**config.mk**
```make
export PLATFORM = sky130hd
export DESIGN_NAME = kdtree_stream_loader
export DESIGN_NICKNAME = d
export VERILOG_FILES = /design/src/rtl/kdtree_stream_loader.sv
export SDC_FILE = /design/constraint.sdc
export NUM_CORES = 1
export LEC_CHECK = 0
export ABC_AREA = 0
export CAP_MARGIN = 25
export CORE_MARGIN = 2
export CORE_UTILIZATION = 34
export CTS_BUF_LIST = sky130_fd_sc_hd__clkbuf_16
export DETAILED_ROUTE_END_ITERATION = 12
export GPL_TIMING_DRIVEN = 1
export SYNTH_ARGS = -nofsm -noshare
export SYNTH_HDL_FRONTEND = slang
export SYNTH_SLANG_ARGS = --single-unit
```
**constraint.sdc**
```tcl
create_clock -name wb_clk_i -period 2.8 [get_ports wb_clk_i]
set_input_delay 0.56 -clock wb_clk_i [delete_from_list [all_inputs] [get_ports wb_clk_i]]
set_output_delay 0.56 -clock wb_clk_i [all_outputs]
set_load 0.03 [all_outputs]
```
**src/rtl/kdtree_stream_loader.sv**
```systemverilog
// Streams a k-d tree image (node index/median pairs, leaf patches with patch
// indices, then query patches) from a word stream into node/leaf/query write ports.
module kdtree_stream_loader #(
  parameter int DATA_WIDTH = 11,
  parameter int PATCH_SIZE = 5,
  parameter int LEAF_SIZE  = 8,
  parameter int NUM_LEAVES = 64,
  parameter int NUM_QUERYS = 494,
  localparam int NUM_NODES = NUM_LEAVES - 1,
  localparam int NW = (NUM_NODES > 1) ? $clog2(NUM_NODES) : 1,
  localparam int LW = (NUM_LEAVES > 1) ? $clog2(NUM_LEAVES) : 1,
  localparam int PW = (LEAF_SIZE > 1) ? $clog2(LEAF_SIZE) : 1,
  localparam int QW = (NUM_QUERYS > 1) ? $clog2(NUM_QUERYS) : 1,
  localparam int BW = PATCH_SIZE * DATA_WIDTH
) (
  input  logic                  wb_clk_i,
  input  logic                  wb_rst_i,
  input  logic                  load_kdtree,
  input  logic                  load_query,
  input  logic                  in_valid,
  input  logic [DATA_WIDTH-1:0] in_data,
  output logic                  in_ready,
  output logic                  node_wen,
  output logic [NW-1:0]         node_waddr,
  output logic [DATA_WIDTH-1:0] node_widx,
  output logic [DATA_WIDTH-1:0] node_wmed,
  output logic                  leaf_wen,
  output logic [LW-1:0]         leaf_waddr,
  output logic [PW-1:0]         leaf_wpatch,
  output logic [BW-1:0]         leaf_wdata,
  output logic [DATA_WIDTH-1:0] leaf_wpidx,
  output logic                  query_wen,
  output logic [QW-1:0]         query_waddr,
  output logic [BW-1:0]         query_wdata,
  output logic                  kdtree_loaded,
  output logic                  query_loaded,
  output logic                  busy,
  output logic                  overflow_err
);

  localparam int WW = $clog2(PATCH_SIZE + 1);

  typedef enum logic [2:0] {
    IDLE   = 3'd0,
    NODES  = 3'd1,
    LEAVES = 3'd2,
    QUERY  = 3'd3,
    LOADED = 3'd4
  } state_t;

  state_t                state;
  logic                  node_phase;
  logic [NW-1:0]         node_cnt;
  logic [DATA_WIDTH-1:0] held_idx;
  logic [WW-1:0]         word_cnt;
  logic [PW-1:0]         patch_cnt;
  logic [LW-1:0]         leaf_cnt;
  logic [QW-1:0]         query_cnt;
  logic [BW-1:0]         patch_buf;
  logic [BW-1:0]         buf_next;
  logic                  accept;
  logic                  streaming;

  assign streaming = (state == NODES) || (state == LEAVES) || (state == QUERY);
  assign in_ready  = streaming && !load_kdtree && !load_query;
  assign busy      = streaming;
  assign accept    = in_valid && in_ready;

  // Patch buffer with the current word dropped into its slot; the index word leaves it unchanged
  always_comb begin
    buf_next = patch_buf;
    if (word_cnt < WW'(PATCH_SIZE)) begin
      buf_next[int'(word_cnt) * DATA_WIDTH +: DATA_WIDTH] = in_data;
    end else begin
      buf_next = patch_buf;
    end
  end

  // Load sequencer: commands, word routing, write pulses and status flags
  always_ff @(posedge wb_clk_i) begin
    if (wb_rst_i) begin
      state         <= IDLE;
      node_phase    <= 1'b0;
      node_cnt      <= '0;
      held_idx      <= '0;
      word_cnt      <= '0;
      patch_cnt     <= '0;
      leaf_cnt      <= '0;
      query_cnt     <= '0;
      patch_buf     <= '0;
      node_wen      <= 1'b0;
      node_waddr    <= '0;
      node_widx     <= '0;
      node_wmed     <= '0;
      leaf_wen      <= 1'b0;
      leaf_waddr    <= '0;
      leaf_wpatch   <= '0;
      leaf_wdata    <= '0;
      leaf_wpidx    <= '0;
      query_wen     <= 1'b0;
      query_waddr   <= '0;
      query_wdata   <= '0;
      kdtree_loaded <= 1'b0;
      query_loaded  <= 1'b0;
      overflow_err  <= 1'b0;
    end else begin
      node_wen  <= 1'b0;
      leaf_wen  <= 1'b0;
      query_wen <= 1'b0;
      if (load_kdtree) begin
        state         <= NODES;
        node_phase    <= 1'b0;
        node_cnt      <= '0;
        word_cnt      <= '0;
        patch_cnt     <= '0;
        leaf_cnt      <= '0;
        query_cnt     <= '0;
        kdtree_loaded <= 1'b0;
        query_loaded  <= 1'b0;
        overflow_err  <= 1'b0;
      end else if (load_query && kdtree_loaded && ((state == IDLE) || (state == LOADED))) begin
        state        <= QUERY;
        word_cnt     <= '0;
        query_cnt    <= '0;
        query_loaded <= 1'b0;
      end else begin
        // Words offered while nothing is loading are lost; command cycles are exempt
        if (in_valid && !in_ready && !load_query && ((state == IDLE) || (state == LOADED))) begin
          overflow_err <= 1'b1;
        end
        if (accept) begin
          case (state)
            NODES: begin
              if (!node_phase) begin
                held_idx   <= in_data;
                node_phase <= 1'b1;
              end else begin
                node_phase <= 1'b0;
                node_wen   <= 1'b1;
                node_waddr <= node_cnt;
                node_widx  <= held_idx;
                node_wmed  <= in_data;
                if (node_cnt == NW'(NUM_NODES - 1)) begin
                  node_cnt <= '0;
                  state    <= LEAVES;
                end else begin
                  node_cnt <= node_cnt + 1'b1;
                end
              end
            end
            LEAVES: begin
              if (word_cnt != WW'(PATCH_SIZE)) begin
                patch_buf <= buf_next;
                word_cnt  <= word_cnt + 1'b1;
              end else begin
                word_cnt    <= '0;
                leaf_wen    <= 1'b1;
                leaf_wdata  <= patch_buf;
                leaf_wpidx  <= in_data;
                leaf_waddr  <= leaf_cnt;
                leaf_wpatch <= patch_cnt;
                if (patch_cnt == PW'(LEAF_SIZE - 1)) begin
                  patch_cnt <= '0;
                  if (leaf_cnt == LW'(NUM_LEAVES - 1)) begin
                    leaf_cnt      <= '0;
                    state         <= QUERY;
                    kdtree_loaded <= 1'b1;
                  end else begin
                    leaf_cnt <= leaf_cnt + 1'b1;
                  end
                end else begin
                  patch_cnt <= patch_cnt + 1'b1;
                end
              end
            end
            QUERY: begin
              patch_buf <= buf_next;
              if (word_cnt == WW'(PATCH_SIZE - 1)) begin
                word_cnt    <= '0;
                query_wen   <= 1'b1;
                query_wdata <= buf_next;
                query_waddr <= query_cnt;
                if (query_cnt == QW'(NUM_QUERYS - 1)) begin
                  query_cnt    <= '0;
                  state        <= LOADED;
                  query_loaded <= 1'b1;
                end else begin
                  query_cnt <= query_cnt + 1'b1;
                end
              end else begin
                word_cnt <= word_cnt + 1'b1;
              end
            end
            default: state <= IDLE;
          endcase
        end
      end
    end
  end

endmodule

```
==> impl_metrics.ini <==
[final_layout]
final_core_util = 0.451
fin_nets = 1442
drive_gt1_frac = 0.0665
final-instance-count-excl-fill = 1824
antenna_cells = 0
final_area_sq_um = 13800
synthToLayoutAreaGrowth_pct = 31.4

[pwr]
power_frac_seq = 0.500
power_switching_mw = 1.67
vdd_drop_max_uv = 341
p_leak_nw = 4.59
clkPwrFrac = 0.472
power_density_nw_per_um2 = 559
combPwrFrac = 0.027
intPower_mw = 6.03
switching_share = 0.217

[global_route]
grt_util_met1 = 0.246
grt_usage = 0.185
antenna_found_initial = 0
grt_max_degree = 222
grt_pass1_vias = 8911
busiest_layer = met2
grt_pass1_wl_um = 49000
grt_use_met2 = 0.303
grtUsageMet3 = 0.0456
grt.overflow.total = 0

[cts]
numCtsBuffers = 29
tritoncts = built
clockBufferDepth = 3
clock_tree.root_cell = clkbuf_16
cts-resized-gates = 0
htreeDepth = 1
clock-sinks = 270
postCtsSetupBuffers = 0
clk_latency_ns = 0.55
clkTransAtPathRegs_ns = 0.06
postCtsHoldBufs = 0

[synthesis]
ys.flop_type = dfxtp_1
synth_warnings = 0
syn_nets = 1284
synth.distinct_cells = 46
syn_area_sq_um = 10500
syn_area_per_cell_sq_um = 8.36
synth_async_sr_flop_share = 0
ys_seq_elements = 270
synth_edf_count = 0
synth_cells = 1254
synth-seq-area-share = 0.516

[sta]
setup_viol = 0
tightest_slew_ns = 1.04
hold_viol = 0
min_period_over_period = 0.943
finalSetupTns_ns = 0
slew_viol_final = 0
rsz0062_at_grt = no
max_slew_margin = 0.310
max_freq_mhz = 379
finalWorstPathRequiredPeriod_ns = 2.64
finClkSkew_ns = 0.0179

[die]
io_pins = 191
die_x_um = 180
die_h_um = 180
num_rows = 64
core_area_sq_um = 30500
die_area_sq_um = 32200
start_util = 0.344

[critical_path]
cp_max_fo = 12
cp.arrival_ns = 2.08
critical_path_required_ns = 2.24
path_class = register to output pin
cp-end-kind = output pin
start_kind = register

[placed_design]
place_inst = 1777
placed_cell_area_sq_um = 12900
place.port_buffers = 190
place_congestion = 0.777
dp_hpwl_um = 20400

[run_status]
status = complete, no violations

[detailed_routing]
detail-route-antenna-nets = 0
wl_per_cell_um = 17.0
wirelength_um = 31000
drt_iter0_markers = 668
dr.pass1.iters = 5
drc_errors = 0
viasPerCell = 5.08
num_vias = 9274

[job]
cap_viol_max_count = 0

[worst_hold_path]
min_path_type = input pin to register
## flip-flops by register name, indices dropped and copies added, names as in the netlist, 3 cells and up
register / count
query_waddr: 9
held_idx: 11
patch_buf: 55
leaf_waddr: 6
leaf_wdata: 55
node_wmed: 11
node_cnt: 6
patch_cnt: 3
leaf_wpidx: 11
query_wdata: 55
state: 3
leaf_cnt: 6
node_waddr: 6
query_cnt: 9
leaf_wpatch: 3
word_cnt: 3
node_widx: 11
## metrics by stage
step	hold slack, ns	setup slack [ns]	power, mW
after floorplan	0.431	0.457	4.05
final	0.293	0.159	7.70
after global placement	0.443	0.0653	4.15
after global routing	0.290	0.0483	7.95
after detailed placement	0.443	0.0238	4.15
after CTS	0.280	0.163	7.78
## layer usage
metal | vias up | part of all wire
met5 | - | 0
met4 | 0 | 0.018
met3 | 38 | 0.069
met2 | 263 | 0.46
met1 | 4396 | 0.46
li1 | 4577 | -
## critical path, cell delays in order (launching register included)
cell             delay [ns]
dfxtp_1                0.54
nor2_1                 0.19
nor2_1                 0.12
clkdlybuf4s50_1        0.68
## cell usage after synthesis, types with 2 or more instances
cell	count	share of area
or2_2	3	0.0018
buf_1	10	0.0036
a21oi_1	155	0.074
inv_1	7	0.0025
nor3_1	26	0.012
mux2i_1	33	0.032
dfxtp_1	270	0.52
nor2b_1	3	0.0018
or4_1	2	0.0014
xor2_1	12	0.010
buf_4	2	0.0014
o21a_1	2	0.0014
a31oi_1	6	0.0036
buf_6	4	0.0043
o21ai_0	10	0.0048
a211oi_1	55	0.039
o211ai_1	2	0.0014
nand3_1	17	0.0081
buf_2	24	0.011
nand3b_1	4	0.0029
and3b_1	2	0.0017
xnor2_1	6	0.0050
nand4b_1	2	0.0017
ha_1	14	0.017
nand4_1	10	0.0060
nor4_1	3	0.0018
and3_1	18	0.011
and2_1	3	0.0018
nor2_1	138	0.049
nand2b_1	2	0.0012
clkbuf_1	67	0.024
nand2_1	291	0.10
a221oi_1	17	0.014
a22oi_1	22	0.016
## power groups by stage
stage	clock (mW)	sequential, mW	combinational [mW]
2_1_floorplan	0	3.93	0.112
3_3_place_gp	0	3.94	0.210
3_5_place_dp	0	3.94	0.210
4_1_cts	3.72	3.85	0.211
5_1_grt	3.88	3.85	0.223
6_report	3.64	3.85	0.209
## kinds of logic (layout without fill, tap and decap cells)
| logic type | Yosys count | count (layout) | synth area share |
|---|---|---|---|
| mux | 33 | 33 | 0.0315 |
| flops | 270 | 270 | 0.516 |
| xor+xnor | 18 | 18 | 0.0150 |
| compound gates | 273 | 273 | 0.158 |
| simple gates | 532 | 532 | 0.216 |
| buf+inv | 114 | 288 | 0.0473 |
| fa+ha+maj | 14 | 14 | 0.0167 |
## worst paths after layout
| kind | from | end | slack [ns] | depth (start not counted) |
|---|---|---|---|---|
| worst max register to register | word_cnt[0] | patch_buf[53] | 0.38 | 7 |
| worst min register to register | leaf_wdata[3] | leaf_wdata[3] | 0.45 | 2 |
| worst max-delay path | state[0] | busy | 0.16 | 3 |
| worst min-delay path | wb_rst_i | leaf_waddr[2] | 0.29 | 2 |
## cell type report
class | count | area [sq um]
clock buffers | 29 | 726
clock inverters | 18 | 155
fillers | 2980 | 16700
inverters | 7 | 26.3
multi-input cells | 870 | 4600
flip-flops and latches | 270 | 5410
well taps | 396 | 495
repair buffers | 234 | 2360
## placed cells by master (no fill, tap or decap), types with 22 or more instances in the layout
cell type | netlist | final
a211oi_1 | 55 | 55
mux2i_1 | 33 | 33
nand2_1 | 291 | 291
clkbuf_16 | 0 | 29
a22oi_1 | 22 | 22
clkdlybuf4s50_1 | 0 | 188
buf_4 | 2 | 35
nor2_1 | 138 | 138
nor3_1 | 26 | 26
a21oi_1 | 155 | 155
dfxtp_1 | 270 | 270
Power figures use the tool's default switching activity.
